--- config.mk ---
export PLATFORM = sky130hd
export DESIGN_NAME = out_fm_st_engine
export DESIGN_NICKNAME = d
export VERILOG_FILES = /design/src/rtl/out_fm_pkg.sv /design/src/rtl/out_fm_st_fifo.sv /design/src/rtl/out_fm_st_engine.sv
export SDC_FILE = /design/constraint.sdc
export NUM_CORES = 1
export LEC_CHECK = 0
export BUFFER_PORTS_ARGS = -buffer_cell sky130_fd_sc_hd__buf_2
export CAP_MARGIN = 20
export CORE_MARGIN = 5
export CORE_UTILIZATION = 50
export CTS_BUF_LIST = sky130_fd_sc_hd__clkbuf_4 sky130_fd_sc_hd__clkbuf_8
export DETAILED_ROUTE_END_ITERATION = 12
export PLACE_DENSITY = 0.81
export SLEW_MARGIN = 20
export SYNTH_ARGS = -nofsm -noshare
export SYNTH_HDL_FRONTEND = slang
export SYNTH_SLANG_ARGS = --single-unit
--- constraint.sdc ---
create_clock -name clk -period 2 [get_ports clk]
set_input_delay 0.3 -clock clk [delete_from_list [all_inputs] [get_ports clk]]
set_output_delay 0.3 -clock clk [all_outputs]
set_load 0.01 [all_outputs]
--- src/rtl/out_fm_pkg.sv ---
// Shared definitions for the out_fm bank, load engine and store engine:
// FSM state type, bank read latency and the per-bank capacity helper.
package out_fm_pkg;

  // Cycles from bank_rd_ena to valid bank_rd_data.
  localparam int RD_LAT = 2;

  typedef enum logic [1:0] {
    IDLE  = 2'd0,
    ISSUE = 2'd1,
    DRAIN = 2'd2,
    DONE  = 2'd3
  } st_state_e;

  // Words held by one bank: output channels split evenly over Y banks.
  function automatic int cap_words(input int tn, input int tr, input int tc, input int y);
    return (tn / y) * tr * tc;
  endfunction

endpackage

--- src/rtl/out_fm_st_fifo.sv ---
// Synchronous skid FIFO for the store engine. Push and pop in the same
// cycle leave the occupancy unchanged. rd_data shows the head entry
// combinationally. The caller decides whether a push is allowed; a pop
// on an empty FIFO is ignored.
module out_fm_st_fifo #(
  parameter int DW         = 32,
  parameter int FIFO_DEPTH = 4
) (
  input  logic                               clk,
  input  logic                               rst,
  input  logic                               push,
  input  logic [DW-1:0]                      wr_data,
  input  logic                               pop,
  output logic [DW-1:0]                      rd_data,
  output logic                               full,
  output logic                               empty,
  output logic [$clog2(FIFO_DEPTH+1)-1:0]    count
);

  localparam int PW = (FIFO_DEPTH > 1) ? $clog2(FIFO_DEPTH) : 1;
  localparam int CW = $clog2(FIFO_DEPTH + 1);

  logic [DW-1:0] r_mem [FIFO_DEPTH];
  logic [PW-1:0] r_wr_ptr;
  logic [PW-1:0] r_rd_ptr;
  logic [CW-1:0] r_count;
  logic          w_do_pop;

  function automatic logic [PW-1:0] ptr_inc(input logic [PW-1:0] p);
    return (p == PW'(FIFO_DEPTH - 1)) ? '0 : p + 1'b1;
  endfunction

  assign empty    = (r_count == '0);
  assign full     = (r_count == CW'(FIFO_DEPTH));
  assign count    = r_count;
  assign rd_data  = r_mem[r_rd_ptr];
  assign w_do_pop = pop & ~empty;

  // Storage array; contents are don't-care until written.
  always_ff @(posedge clk) begin
    if (push) r_mem[r_wr_ptr] <= wr_data;
  end

  // Pointer and occupancy tracking.
  always_ff @(posedge clk or negedge rst) begin
    if (!rst) begin
      r_wr_ptr <= '0;
      r_rd_ptr <= '0;
      r_count  <= '0;
    end else begin
      if (push)     r_wr_ptr <= ptr_inc(r_wr_ptr);
      if (w_do_pop) r_rd_ptr <= ptr_inc(r_rd_ptr);
      case ({push, w_do_pop})
        2'b10:   r_count <= r_count + 1'b1;
        2'b01:   r_count <= r_count - 1'b1;
        default: r_count <= r_count;
      endcase
    end
  end

endmodule

--- src/rtl/out_fm_st_engine.sv ---
// Store engine for one out_fm bank: drains CAP words through the bank's
// sequential read port and streams them out over valid/ready.
// Optional feature: define OUT_FM_ST_RELU_EN to zero negative words at the
// stream output (combinational, no added latency).
//
// Handshake: a word moves when m_valid & m_ready are both high on a rising
// edge; once m_valid is high, m_data/m_last stay stable until that happens.
// Reads are issued only while (reads in flight + FIFO occupancy) is below
// FIFO_DEPTH, so returning bank data always finds room in the FIFO.
module out_fm_st_engine
  import out_fm_pkg::*;
#(
  parameter int AW         = 16,
  parameter int DW         = 32,
  parameter int Tn         = 16,
  parameter int Tr         = 64,
  parameter int Tc         = 16,
  parameter int Y          = 4,
  parameter int FIFO_DEPTH = 4
) (
  input  logic          clk,
  input  logic          rst,
  input  logic          out_fm_st_start,
  output logic          out_fm_st_done,
  output logic          st_busy,
  output logic          bank_rd_ena,
  input  logic [DW-1:0] bank_rd_data,
  output logic [DW-1:0] m_data,
  output logic          m_valid,
  input  logic          m_ready,
  output logic          m_last,
  output logic [1:0]    dbg_state
);

  localparam int            CAP    = cap_words(Tn, Tr, Tc, Y);
  localparam logic [AW-1:0] CAP_A  = AW'(CAP);
  localparam logic [AW-1:0] CAP_M1 = AW'(CAP - 1);
  localparam int            CW     = $clog2(FIFO_DEPTH + 1);

  st_state_e         r_state;
  logic [AW-1:0]     r_issued_cnt;
  logic [AW-1:0]     r_sent_cnt;
  logic [RD_LAT-1:0] r_rd_vld;

  logic [CW-1:0]     w_count;
  logic [CW:0]       w_outstanding;
  logic              w_full;
  logic              w_empty;
  logic              w_push;
  logic              w_pop;
  logic [DW-1:0]     w_head;
  logic [DW-1:0]     w_out_word;

  // Credits in use: reads still in the bank pipeline plus words parked in the FIFO.
  always_comb begin
    w_outstanding = (CW + 1)'(w_count);
    for (int i = 0; i < RD_LAT; i++) begin
      w_outstanding = w_outstanding + (CW + 1)'(r_rd_vld[i]);
    end
  end

  assign bank_rd_ena = (r_state == ISSUE) && (r_issued_cnt < CAP_A) &&
                       (w_outstanding < (CW + 1)'(FIFO_DEPTH));

  assign w_push   = r_rd_vld[RD_LAT-1] & (~w_full | w_pop);
  assign m_valid  = ~w_empty;
  assign w_pop    = m_valid & m_ready;
  assign m_last   = m_valid & (r_sent_cnt == CAP_M1);
  assign m_data   = m_valid ? w_out_word : '0;

  assign st_busy        = (r_state != IDLE);
  assign out_fm_st_done = (r_state == DONE);
  assign dbg_state      = r_state;

  // Output word shaping at the FIFO head.
  always_comb begin
`ifdef OUT_FM_ST_RELU_EN
    w_out_word = w_head[DW-1] ? '0 : w_head;
`else
    w_out_word = w_head;
`endif
  end

  // Read-valid pipeline mirroring the bank's read latency.
  always_ff @(posedge clk or negedge rst) begin
    if (!rst) begin
      r_rd_vld <= '0;
    end else begin
      r_rd_vld[0] <= bank_rd_ena;
      for (int i = 1; i < RD_LAT; i++) begin
        r_rd_vld[i] <= r_rd_vld[i-1];
      end
    end
  end

  // Store sequencing: issue CAP reads, wait for the last word to leave, pulse done.
  always_ff @(posedge clk or negedge rst) begin
    if (!rst) begin
      r_state      <= IDLE;
      r_issued_cnt <= '0;
      r_sent_cnt   <= '0;
    end else begin
      case (r_state)
        IDLE: begin
          r_issued_cnt <= '0;
          r_sent_cnt   <= '0;
          if (out_fm_st_start) r_state <= ISSUE;
        end
        ISSUE: begin
          if (bank_rd_ena) begin
            r_issued_cnt <= r_issued_cnt + 1'b1;
            if (r_issued_cnt == CAP_M1) r_state <= DRAIN;
          end
          if (w_pop) r_sent_cnt <= r_sent_cnt + 1'b1;
        end
        DRAIN: begin
          if (w_pop) r_sent_cnt <= r_sent_cnt + 1'b1;
          if (w_pop && m_last) r_state <= DONE;
        end
        DONE: begin
          r_state <= IDLE;
        end
        default: r_state <= IDLE;
      endcase
    end
  end

  out_fm_st_fifo #(
    .DW         (DW),
    .FIFO_DEPTH (FIFO_DEPTH)
  ) u_fifo (
    .clk     (clk),
    .rst     (rst),
    .push    (w_push),
    .wr_data (bank_rd_data),
    .pop     (w_pop),
    .rd_data (w_head),
    .full    (w_full),
    .empty   (w_empty),
    .count   (w_count)
  );

endmodule
# Word-level counts from Yosys, hierarchy flattened
# Memories as Yosys holds them, arrays and structs flattened.
# Index checks and enable logic that the tools add are counted.
[totals]
latch_bits = 0
romBits = 0
out_inout_bits = 39
ff_bits = 43
mem_bits_rw = 128
memories = 1
[memory_table]
columns = ["memory", "words", "width", "rd", "rd_clocked_by_memory_dff", "wr", "line", "rtl"]
rows = [
  ["u_fifo.r_mem", 4, 32, 1, 0, 1, "out_fm_st_fifo.sv:23", "logic [DW-1:0] r_mem [FIFO_DEPTH];"],
]
[classes]
add_sub_neg = 8
n_div = 0
n_lt_le_gt_ge = 2
n_reduce_logical = 13
bitwise = 7
n_eq_ne = 15
shifts = 0
n_mux = 15
n_mul = 0
[ops]
columns = ["cell", "count"]
rows = [
  ["16-bit case mux with 2 select lines", 2],
  ["16-bit by 1-bit adder with 16-bit output, second input constant", 2],
  ["16-bit by 12-bit == test with 1-bit output, second input constant", 2],
  ["16-bit two-way mux", 2],
  ["32-bit two-way mux", 1],
  ["16-bit by 13-bit < comparator with 1-bit output, second input constant", 1],
  ["2-bit two-way mux", 6],
  ["2-bit == test, second input constant", 5],
  ["2-bit case mux with 4 select lines", 1],
  ["2-bit nonzero test", 4],
  ["2-bit inequality test, second input constant", 3],
  ["3-bit case mux with 2 select lines", 1],
  ["2-bit by 1-bit adder with 2-bit output, second input constant", 2],
  ["3-bit by 1-bit adder with 4-bit output", 1],
  ["4-bit by 1-bit adder with 4-bit output", 1],
  ["1-bit AND", 4],
  ["2-bit by 1-bit == test with 1-bit output, second input constant", 2],
  ["4-bit by 3-bit < comparator with 1-bit output, second input constant", 1],
  ["2-bit by 1-bit inequality test with 1-bit output, second input constant", 2],
  ["2-bit AND reduction", 2],
  ["4-bit AND reduction", 1],
  ["3-bit by 1-bit adder with 3-bit output, second input constant", 1],
  ["3-bit == test, second input constant", 1],
  ["1-bit logical AND", 3],
  ["7 further kinds", 9],
]

# Depth between registers and ports, before layout
# Gate-level depths: netlist (run 1).
[logic_depth]
word_depth = 7
mapped_depth = 10
mapped_depth_nobuf = 9

# Hierarchy
# A second synthesis (run 1) with hierarchy kept.
[unflattened]
cells_unflattened = 425
area_unflattened_um2 = 7134.3
[by_module_without_submodules]
columns = ["mod", "area_each_um2", "cells_per_inst", "instances"]
rows = [
  ["out_fm_st_fifo", 5094.9, 208, 1],
  ["out_fm_st_engine", 2039.5, 217, 1],
]

# Worst setup path before layout (run 1)
# No wires, ideal clock.
[synth_timing]
path_type = "register -> register"
from = "register u_fifo.r_count[2], in the netlist u_fifo.count[2]"
to = "register r_state[1], in the netlist dbg_state[1]"
synth_period_minus_slack_ns = 2.249
path_buffers = 0
slack_ns = -0.249
stages_incl_launch_ff = 6
arrival_time_ns = 2.122
path_cell_list = "dfrtp_1 > or4_4 > a2111oi_4 > a41oi_2 > a221oi_2 > mux2_1"
[synth_via]
elab_chain_cells = 6
word_cells_on_any_way = 12
cone_classes = "add/sub (2); order compare (1); eq/ne (2); bitwise (3); reduce/logical (4)"
[synth_lines]
columns = ["item", "line", "rtl"]
rows = [
  ["start: declaration", "out_fm_st_fifo.sv:26", "logic [CW-1:0] r_count;"],
  ["start signal: assignment", "out_fm_st_fifo.sv:54", "2'b10: r_count <= r_count + 1'b1;"],
  ["start signal: assignment", "out_fm_st_fifo.sv:55", "2'b01: r_count <= r_count - 1'b1;"],
  ["start signal: assignment", "out_fm_st_fifo.sv:56", "default: r_count <= r_count;"],
  ["3-bit by 1-bit adder with 4-bit output / 3-bit logical NOT (equally long branches)", "out_fm_st_engine.sv:58, out_fm_st_fifo.sv:33", ""],
  ["4-bit by 1-bit adder with 4-bit output / 1-bit NOT (equally long branches)", "out_fm_st_engine.sv:58, out_fm_st_engine.sv:66", ""],
  ["4-bit by 3-bit < comparator with 1-bit output, or another cell as far along", "out_fm_st_engine.sv:63", "(w_outstanding < (CW + 1)'(FIFO_DEPTH));"],
  ["1-bit logical AND (on tied branches)", "out_fm_st_engine.sv:62, out_fm_st_engine.sv:118", ""],
  ["2-bit inequality test (no source line)", "-", ""],
  ["4-bit AND reduction (no source line) *", "-", ""],
  ["end signal: assignment", "out_fm_st_engine.sv:99", "r_state <= IDLE;"],
  ["end signal: assignment", "out_fm_st_engine.sv:107", "if (out_fm_st_start) r_state <= ISSUE;"],
  ["end signal: assignment", "out_fm_st_engine.sv:112", "if (r_issued_cnt == CAP_M1) r_state <= DRAIN;"],
  ["end: declaration", "out_fm_st_engine.sv:40", "st_state_e r_state;"],
]
# Every way passes the cells marked *; elsewhere a longest branch is shown, timed or not.
# A chain may end at the register's enable or synchronous reset.

# Final worst setup path (run 1)
[layout_timing]
from = "register r_rd_vld[1]"
to = "output bank_rd_ena"
[layout_via]
elab_chain_cells = 3
[layout_lines]
columns = ["item", "line", "rtl"]
rows = [
  ["start: declaration", "out_fm_st_engine.sv:43", "logic [RD_LAT-1:0] r_rd_vld;"],
  ["start signal: indexed assignment", "out_fm_st_engine.sv:91", "r_rd_vld[i] <= r_rd_vld[i-1];"],
  ["4-bit by 1-bit adder with 4-bit output", "out_fm_st_engine.sv:58", "w_outstanding = w_outstanding + (CW + 1)'(r_rd_vld[i]);"],
  ["4-bit by 3-bit < comparator with 1-bit output", "out_fm_st_engine.sv:63", ""],
  ["1-bit logical AND", "out_fm_st_engine.sv:62", "assign bank_rd_ena = (r_state == ISSUE) && (r_issued_cnt < CAP_A) &&"],
  ["end: declaration", "out_fm_st_engine.sv:26", "output logic bank_rd_ena,"],
]
# Every way passes these cells.

==> results.cfg, run 1 <==
[outcome]
status = finished, violations left
violations = setup timing

[sta]
hold_viol_final = 0
finalCritPeriodShare = 1.14
worst_slew_pin_slew_ps = 559
holdWs_ps = 52.7
period_needed_ps = 2270
final.setup.tns_ps = -8730
fmax_mhz = 440
maxSlewHeadroom = 0.627
setup_viol = 45
rsz0062_at_grt = yes
fin_ws_ps = -273
clock_skew_ps = 11.9
slew_viol_final = 0

[route]
wl_met1_um = 5790
drt_wl_total_um = 14800
first_iter_violations = 361
dr_wl_met2_um = 7800
wl_per_cell_um = 19.7
routed.top_layer = met5
drt-pass1-iter-count = 4
routed-wl-met3_um = 898
drc = 0
viasPerCell = 5.49
ant_nets = 0
vias = 4114

[run]
cap_violations = 0

[synth]
syn_nets = 474
ys_ff_latch = 171
yosysMostFrequentCell = edfxtp_1
async_flop_share = 0.251
syn_inst = 424
synth.area.top_cells = edfxtp_1, dfrtp_1, mux4_2
yosysTopAreaCellShare = 0.544
yosysSeqAreaShare = 0.697
syn-cell-area_sq_um = 7060
yosysTopAreaCell = edfxtp_1
synth_area_per_cell_sq_um = 16.7
synth_warnings = 0
synth_cell_types = 42
synth_common_cells = edfxtp_1, dfrtp_1, and2_1, mux4_2, nor2_1
synth_edf_count = 128
synth_flop_cell = edfxtp_1

[clocking]
cts_buffers = 17
clk_latency_ps = 450
htreeDepth = 4
numClockSinks = 171
clockBufferDepth = 2
cts_root_buf = clkbuf_8
cts.clk_slew.worst_paths_ps = 100
cts_tree = yes

[placed_design]
io_buffers = 74
dp.final_hpwl_um = 8640
placed_area_sq_um = 7950
dp_cells = 696
finalWeightedCongestion = 0.795

[floorplanning]
dieArea_sq_um = 16600
pin_count = 75
start_util = 0.509
die_h_um = 129
coreArea_sq_um = 13900
rows = 43
die_w_um = 129

[setup_path]
worstPathArrival_ps = 1970
worstReg2RegStart = r_rd_vld[1]
startpoint = r_rd_vld[1]
crit_fanout = 2
startpoint_type = flop
path_class = flop to output pin
cp.required_ps = 1700
endpoint_kind = output pin

[finish]
drive_gt1_frac = 0.439
final_nets = 606
finalInstanceArea_sq_um = 8970
stdcell_count = 749
syn2layout_area_growth_pct = 27.0
antennaDiodeCount = 0

[pwr]
ir_worst_vdd_v = 0.000797
leakagePower_nw = 3.46
p_per_area_nw_per_um2 = 1380
finalPower_mw = 12.4

[global_routing]
grt_usage = 0.174
grt_pass1_vias = 4238
grt_pass1_wl_um = 21900
antenna_found_initial = 1
grt_overflow = 0
grt_max_degree = 44

[min_path]
hold_start = bank_rd_data[17]
min_path_type = primary input to flop
[stage by stage]
| step | setup WS (ps) | util |
|---|---|---|
| after floorplan | -218 | - |
| after global placement | -88.4 | 0.572 |
| after detailed placement | -172 | 0.572 |
| after CTS | -289 | 0.607 |
| after global routing | -377 | 0.646 |
| final | -273 | 0.646 |
[layer usage]
| layer | up-vias | GRT usage |
|---|---|---|
| met4 | 2 | 0.0618 |
| met3 | 17 | 0.0365 |
| met5 | - | 0 |
| li1 | 1880 | - |
| met2 | 122 | 0.309 |
| met1 | 2093 | 0.212 |
[where the power goes]
group / leakage [nW] / total (mW) / internal, mW / switching, mW
combinational: 1.54 / 5.66 / 3.23 / 2.44
clock: 0.188 / 2.24 / 0.906 / 1.34
sequential: 1.73 / 4.47 / 4.25 / 0.213
total: 3.46 / 12.4 / 8.39 / 3.99
[critical path, cell delays in order, from the launching register on]
cell      delay, ps
dfrtp_1         390
ha_1            290
a21o_1          210
buf_4           160
a211oi_4        230
buf_4           160
buf_6            90
[final timing paths]
check / to / slack, ps / cells after the start
max: bank_rd_ena / -270 / 6
min: u_fifo.r_mem[1][17] / 50 / 1
max reg2reg: dbg_state[1] / -250 / 7
min reg2reg: r_rd_vld[1] / 400 / 0
max in group asynchronous: u_fifo.r_rd_ptr[0] / 1140 / 3
min in group asynchronous: r_sent_cnt[8] / 450 / 3
[registers in the layout (all words and copies together), names as in the netlist]
signal	flops
r_issued_cnt	16
u_fifo.r_mem	128
dbg_state	2
u_fifo.r_rd_ptr	2
u_fifo.r_wr_ptr	2
u_fifo.count	3
r_rd_vld	2
r_sent_cnt	16
[cells in the final DEF (no fill, tap or decap), drive strengths merged, types with 4 or more instances in the layout]
cell	Yosys	layout
edfxtp	128	128
buf	3	123
dfrtp	43	43
and2	38	38
mux4	32	32
nor2	26	26
inv	14	23
nand2	21	21
clkbuf	12	21
xor2	15	15
nand3	14	14
ha	13	13
o21ai	10	10
nand4	8	8
clkinv	0	6
xnor2	4	4
and3	4	4
mux2	4	4
[what timing repair did]
action / CTS / global route
setup buffers: 5 / 9
resized for setup: 19 / 77
gates cloned: 0 / 7
hold buffers: 1 / 0
endpoints found under the hold margin: 43 / 0
pin swaps: 7 / 23
setup endpoints to repair: 45 / 60
[area by class of cell]
cell class                      instances  area, sq um
Inverter                               14         52.6
Sequential cell                       171         4920
Tap cell                              180          225
Multi-Input combinational cell        224         2220
Clock inverter                         15          128
Clock buffer                           17          234
Timing Repair Buffer                  128         1190
Fill cell                             961         4910
[logic make-up after synthesis]
family / after synthesis / synth area share
and+or+nand+nor: 124 / 0.0919
DFF: 171 / 0.697
muxes: 39 / 0.113
AOI/OAI and AO/OA: 28 / 0.0337
xor gates and xnor gates: 19 / 0.0236
buffers and inverters: 29 / 0.0158
adders and majority gates: 14 / 0.0259
Power figures use the tool's default switching activity.
==> run 2: changes to the inputs <==
--- a/config.mk
+++ b/config.mk
@@ -11,7 +11,9 @@
 export CORE_UTILIZATION = 50
 export CTS_BUF_LIST = sky130_fd_sc_hd__clkbuf_4 sky130_fd_sc_hd__clkbuf_8
 export DETAILED_ROUTE_END_ITERATION = 12
+export HOLD_SLACK_MARGIN = 0.02
 export PLACE_DENSITY = 0.81
+export REMOVE_ABC_BUFFERS = 1
 export SLEW_MARGIN = 20
 export SYNTH_ARGS = -nofsm -noshare
 export SYNTH_HDL_FRONTEND = slang
==> results.cfg, run 2 (synthesized netlist as in run 1, its figures left out) <==
[outcome]
status = finished, violations left
violations = setup timing

[sta]
final.setup.tns_ps = -8650
fin_ws_ps = -314
holdWs_ps = 59.8
hold_viol_final = 0
rsz0062_at_grt = yes
worst_slew_pin_slew_ps = 450
setup_viol = 42
maxSlewHeadroom = 0.697
period_needed_ps = 2310
finalCritPeriodShare = 1.16
slew_viol_final = 0
clock_skew_ps = 15.7
fmax_mhz = 432

[global_routing]
grt_util_met1 = 0.216
grt_pass1_vias = 4320
grt_overflow = 0
grt_usage = 0.178
use_met3 = 0.0432
top_usage_layer = met2
grt_max_degree = 36
grt_pass1_wl_um = 22500
met2_usage = 0.314
antenna_found_initial = 1

[floorplanning]
dieArea_sq_um = 16600
die_h_um = 129
pin_count = 75
die_w_um = 129
rows = 43
coreArea_sq_um = 13900
start_util = 0.509

[finish]
final_common_cell = edfxtp_1
layout_common_cells = edfxtp_1, buf_2, dfrtp_1
largest_register = u_fifo.r_mem
final_util = 0.638
largest_reg_flops = 128
drive_gt1_frac = 0.414
stdcell_count = 748
syn2layout_area_growth_pct = 25.3
final_nets = 605
multi_input_area_sq_um = 2180
finalInstanceArea_sq_um = 8850
antennaDiodeCount = 0
ff_latch_area_sq_um = 4920
reg_top3 = u_fifo.r_mem: 128 flops, r_issued_cnt: 16 flops, r_sent_cnt: 16 flops
fillers = 980

[clocking]
cts_buffers = 17
htreeDepth = 4
cts.clk_slew.worst_paths_ps = 90
clockBufferDepth = 2
cts_tree = yes
cts_root_buf = clkbuf_8
numClockSinks = 171
clk_latency_ps = 450

[setup_path]
startpoint_type = flop
path_cells = ha_1, a21o_1, buf_6, a2111oi_4, a41oi_2, a221oi_2, mux2_1
slowest_stage = dfrtp_1
critical_path.top_delay_family = compound AO/OA/AOI/OAI gates
cp.required_ps = 2340
crit_fanout = 2
max_stage_delay_ps = 410
worstPathArrival_ps = 2650
critPathBufInv = 1
endpoint_kind = flop
path_class = flop to flop

[route]
first_iter_violations = 342
vias = 4154
drt-pass1-iter-count = 5
viasPerCell = 5.55
wl_per_cell_um = 19.6
ant_nets = 0
drt_wl_total_um = 14700
drc = 0

[pwr]
ir_worst_vdd_v = 0.000615
leakagePower_nw = 3.40
finalPower_mw = 12.0
p_per_area_nw_per_um2 = 1350

[placed_design]
dp.final_hpwl_um = 8970
dp_cells = 699
finalWeightedCongestion = 0.777
io_buffers = 74
dp_slack_ps = -259
placed_area_sq_um = 7980

[run]
cap_violations = 0

[min_path]
min_path_type = primary input to flop
run 2: changes by cell type in the layout (fill, tap and decap cells not counted), sizes merged:
cell / previous run / this run
clkinvlp: 0 / 2
inv: 23 / 19
buf: 123 / 124
bufinv: 0 / 2
clkbuf: 21 / 19
run 2: layout make-up:
cell class,instances,area share
sequential,171,0.556
multi-input combinational,224,0.246
timing repair buffer,127,0.121
clock buffer,17,0.0264
tap,180,0.0254
clock inverter,15,0.0187
inverter,14,0.00594
run 2: power breakdown:
part / leakage (nW) / internal (mW) / switching (mW) / total [mW]
sequential: 1.73 / 4.25 / 0.239 / 4.49
clock: 0.197 / 1.13 / 1.28 / 2.41
combinational: 1.47 / 2.76 / 2.32 / 5.08
total: 3.40 / 8.14 / 3.83 / 12.0
run 2: what timing repair did:
action / in CTS / in global routing
gates resized for setup: 23 / 48
gates cloned: 2 / 3
pin swaps: 17 / 31
buffers inserted: 13 / 4
endpoints found under the hold margin: 14 / 0
hold buffers: 1 / 0
endpoints found under the setup margin: 44 / 58
run 2: layer usage:
metal  vias to the layer above  wire (um)
li1                       1870          -
met1                      2139       5750
met2                       124       7940
met3                        19        813
met4                         2        164
met5                         -         20
run 2: path summary, 6_finish.rpt:
| check | cells after the start | startpoint | slack [ps] | end |
|---|---|---|---|---|
| max | 7 | u_fifo.count[0] | -310 | dbg_state[1] |
| min | 1 | bank_rd_data[8] | 60 | u_fifo.r_mem[1][8] |
| max reg2reg | 7 | u_fifo.count[0] | -310 | dbg_state[1] |
| min reg2reg | 0 | r_rd_vld[0] | 420 | r_rd_vld[1] |
| max in group asynchronous | 3 | rst | 1120 | r_sent_cnt[15] |
| min in group asynchronous | 2 | rst | 300 | r_issued_cnt[2] |
==> run 3: changes to the inputs <==
--- a/config.mk
+++ b/config.mk
@@ -17,4 +17,5 @@
 export SLEW_MARGIN = 20
 export SYNTH_ARGS = -nofsm -noshare
 export SYNTH_HDL_FRONTEND = slang
+export SYNTH_HIERARCHICAL = 1
 export SYNTH_SLANG_ARGS = --single-unit
==> results.cfg, run 3 <==
[placed_design]
dp_slack_ps = -160
dp.final_hpwl_um = 9020
finalWeightedCongestion = 0.865
io_buffers = 74
dp_cells = 709

[synth]
synth_area_per_cell_sq_um = 16.8
yosysTopAreaCellShare = 0.539
ys_ff_latch = 171
async_flop_share = 0.251
synth_flop_cell = edfxtp_1
yosysSeqAreaShare = 0.690
synth_cell_types = 44
syn-cell-area_sq_um = 7130
synth_common_cells = edfxtp_1, dfrtp_1, nor2b_1, mux4_2, nor2_1
synth_warnings = 6
synth_edf_count = 128
syn_inst = 425
yosysMostFrequentCell = edfxtp_1
synth.area.top_cells = edfxtp_1, dfrtp_1, mux4_2
yosysTopAreaCell = edfxtp_1

[setup_path]
rrSetupSlack_ps = -240
worstPathArrival_ps = 2100
crit_fanout = 2
reg2reg_to = u_fifo/count[2]
startpoint_type = flop
reg2reg_depth = 12
path_class = flop to output pin
endpoint_kind = output pin
worstReg2RegStart = u_fifo/count[0]
cp.required_ps = 1700

[sta]
setup_viol = 48
slew_viol_final = 0
finalCritPeriodShare = 1.20
fmax_mhz = 417
clock_skew_ps = 11.6
holdWs_ps = 57.7
fin_ws_ps = -396
rsz0062_at_grt = yes
period_needed_ps = 2400
worst_slew_pin_slew_ps = 575
maxSlewHeadroom = 0.617
hold_viol_final = 0

[finish]
layout_common_cells = edfxtp_1, buf_2, buf_4
ff_latch_area_sq_um = 4920
antennaDiodeCount = 0
final_nets = 629
reg_top3 = u_fifo/r_mem: 128 flops, r_issued_cnt: 16 flops, r_sent_cnt: 16 flops
multi_input_area_sq_um = 2330
largest_reg_flops = 128
syn2layout_area_growth_pct = 30.7
drive_gt1_frac = 0.454
largest_register = u_fifo/r_mem
final_common_cell = edfxtp_1
fillers = 867
stdcell_count = 772

[global_routing]
grt_pass1_wl_um = 23400
grt_usage = 0.184
grt_util_met1 = 0.217
grt_pass1_vias = 4512
met2_usage = 0.334
use_met3 = 0.0470
antenna_found_initial = 1
grt_max_degree = 27
grt_overflow = 0
top_usage_layer = met2

[outcome]
violations = setup timing
status = finished, violations left

[min_path]
hold_start = bank_rd_data[22]
hold_path_depth = 1
min_to = u_fifo/r_mem[1][22]
min_path_type = primary input to flop

[route]
drt_wl_total_um = 15300
wl_per_cell_um = 19.8
drt-pass1-iter-count = 6
vias = 4240
viasPerCell = 5.49
first_iter_violations = 417
drc = 0
ant_nets = 0

[pwr]
p_per_area_nw_per_um2 = 1490
ir_worst_vdd_v = 0.000603
power_switching_mw = 4.33
p_int_mw = 9.53
finalPower_mw = 13.9
leakagePower_nw = 3.70
pwr-share-seq = 0.364
pwr-share-clk = 0.185
swShare = 0.312
p_comb_frac = 0.451

[clocking]
cts_root_buf = clkbuf_8
cts_buffers = 17
numClockSinks = 171
htreeDepth = 4
cts_tree = yes
clk_latency_ps = 450
cts.clk_slew.worst_paths_ps = 90
clockBufferDepth = 2

[floorplanning]
rows = 43
pin_count = 75
die_w_um = 129
start_util = 0.512
die_h_um = 129
dieArea_sq_um = 16800
coreArea_sq_um = 13900

[run]
cap_violations = 0
-- run 3: cell types whose count changed in the layout (fill, tap and decap cells not counted), sizes merged, moves of 3 or more --
cell	previous run	this run
nor2b	0	35
o211ai	1	5
and2	38	10
and4	3	0
buf	124	148
nand2	21	17
-- run 3: metal layers --
metal	wire length, um	vias up
met5	13	-
met3	1010	16
met4	161	2
li1	-	1915
met2	8220	146
met1	5880	2161
-- run 3: cell type report --
class / count / share of cell area
clock buffers: 18 / 0.0259
clock inverters: 14 / 0.0200
inverters: 14 / 0.00644
multi-input cells: 226 / 0.250
flip-flops and latches: 171 / 0.528
well taps: 180 / 0.0242
repair buffers: 149 / 0.145
-- run 3: cells by family (layout without fill, tap and decap cells) --
family / count (synthesis) / count (layout) / synth area share
adders and majority gates: 14 / 14 / 0.0256
DFF: 171 / 171 / 0.690
xor gates and xnor gates: 20 / 20 / 0.0246
muxes: 38 / 38 / 0.113
AOI/OAI and AO/OA: 29 / 29 / 0.0312
buffers and inverters: 28 / 195 / 0.0233
and+or+nand+nor: 125 / 125 / 0.0929
-- run 3: through the flow --
step	area, sq um	setup TNS (ps)	util
floorplan	7020	-308650	-
global placement	8070	-174	0.579
detailed placement	8070	-1040	0.579
CTS	8970	-9110	0.644
global route	9320	-14610	0.669
finish	9320	-8420	0.669
-- run 3: how the worst max path moves through the flow --
stage,startpoint,end,depth (start not counted)
after detailed placement,dbg_state[1],dbg_state[1],7
after floorplan,u_fifo/count[2],u_fifo/count[2],11
final,r_sent_cnt[14],m_last,4
after global placement,r_sent_cnt[14],dbg_state[1],5
after CTS,r_sent_cnt[14],m_last,4
after global routing,r_sent_cnt[14],m_last,4
-- run 3: repair_timing --
item	4_1_cts	5_1_grt
hold endpoints to repair	22	0
pin swaps	10	13
buffers inserted	15	16
setup endpoints to repair	53	58
resized for setup	64	63
hold buffers	1	0
gates cloned	3	0
-- run 3: critical path, stage by stage, from the launching register on --
cell     delay (ps)
dfrtp_1         400
or4_4           540
or4_4           460
nor2_4          130
buf_6           110
-- run 3: power groups by stage --
stage | Sequential, mW | Combinational (mW) | Clock, mW
final | 5.05 | 6.25 | 2.57
after detailed placement | 5.14 | 4.35 | 0
after global routing | 5.12 | 6.68 | 2.78
after floorplan | 5.23 | 2.39 | 0
after CTS | 5.01 | 5.52 | 2.59
after global placement | 5.06 | 4.24 | 0
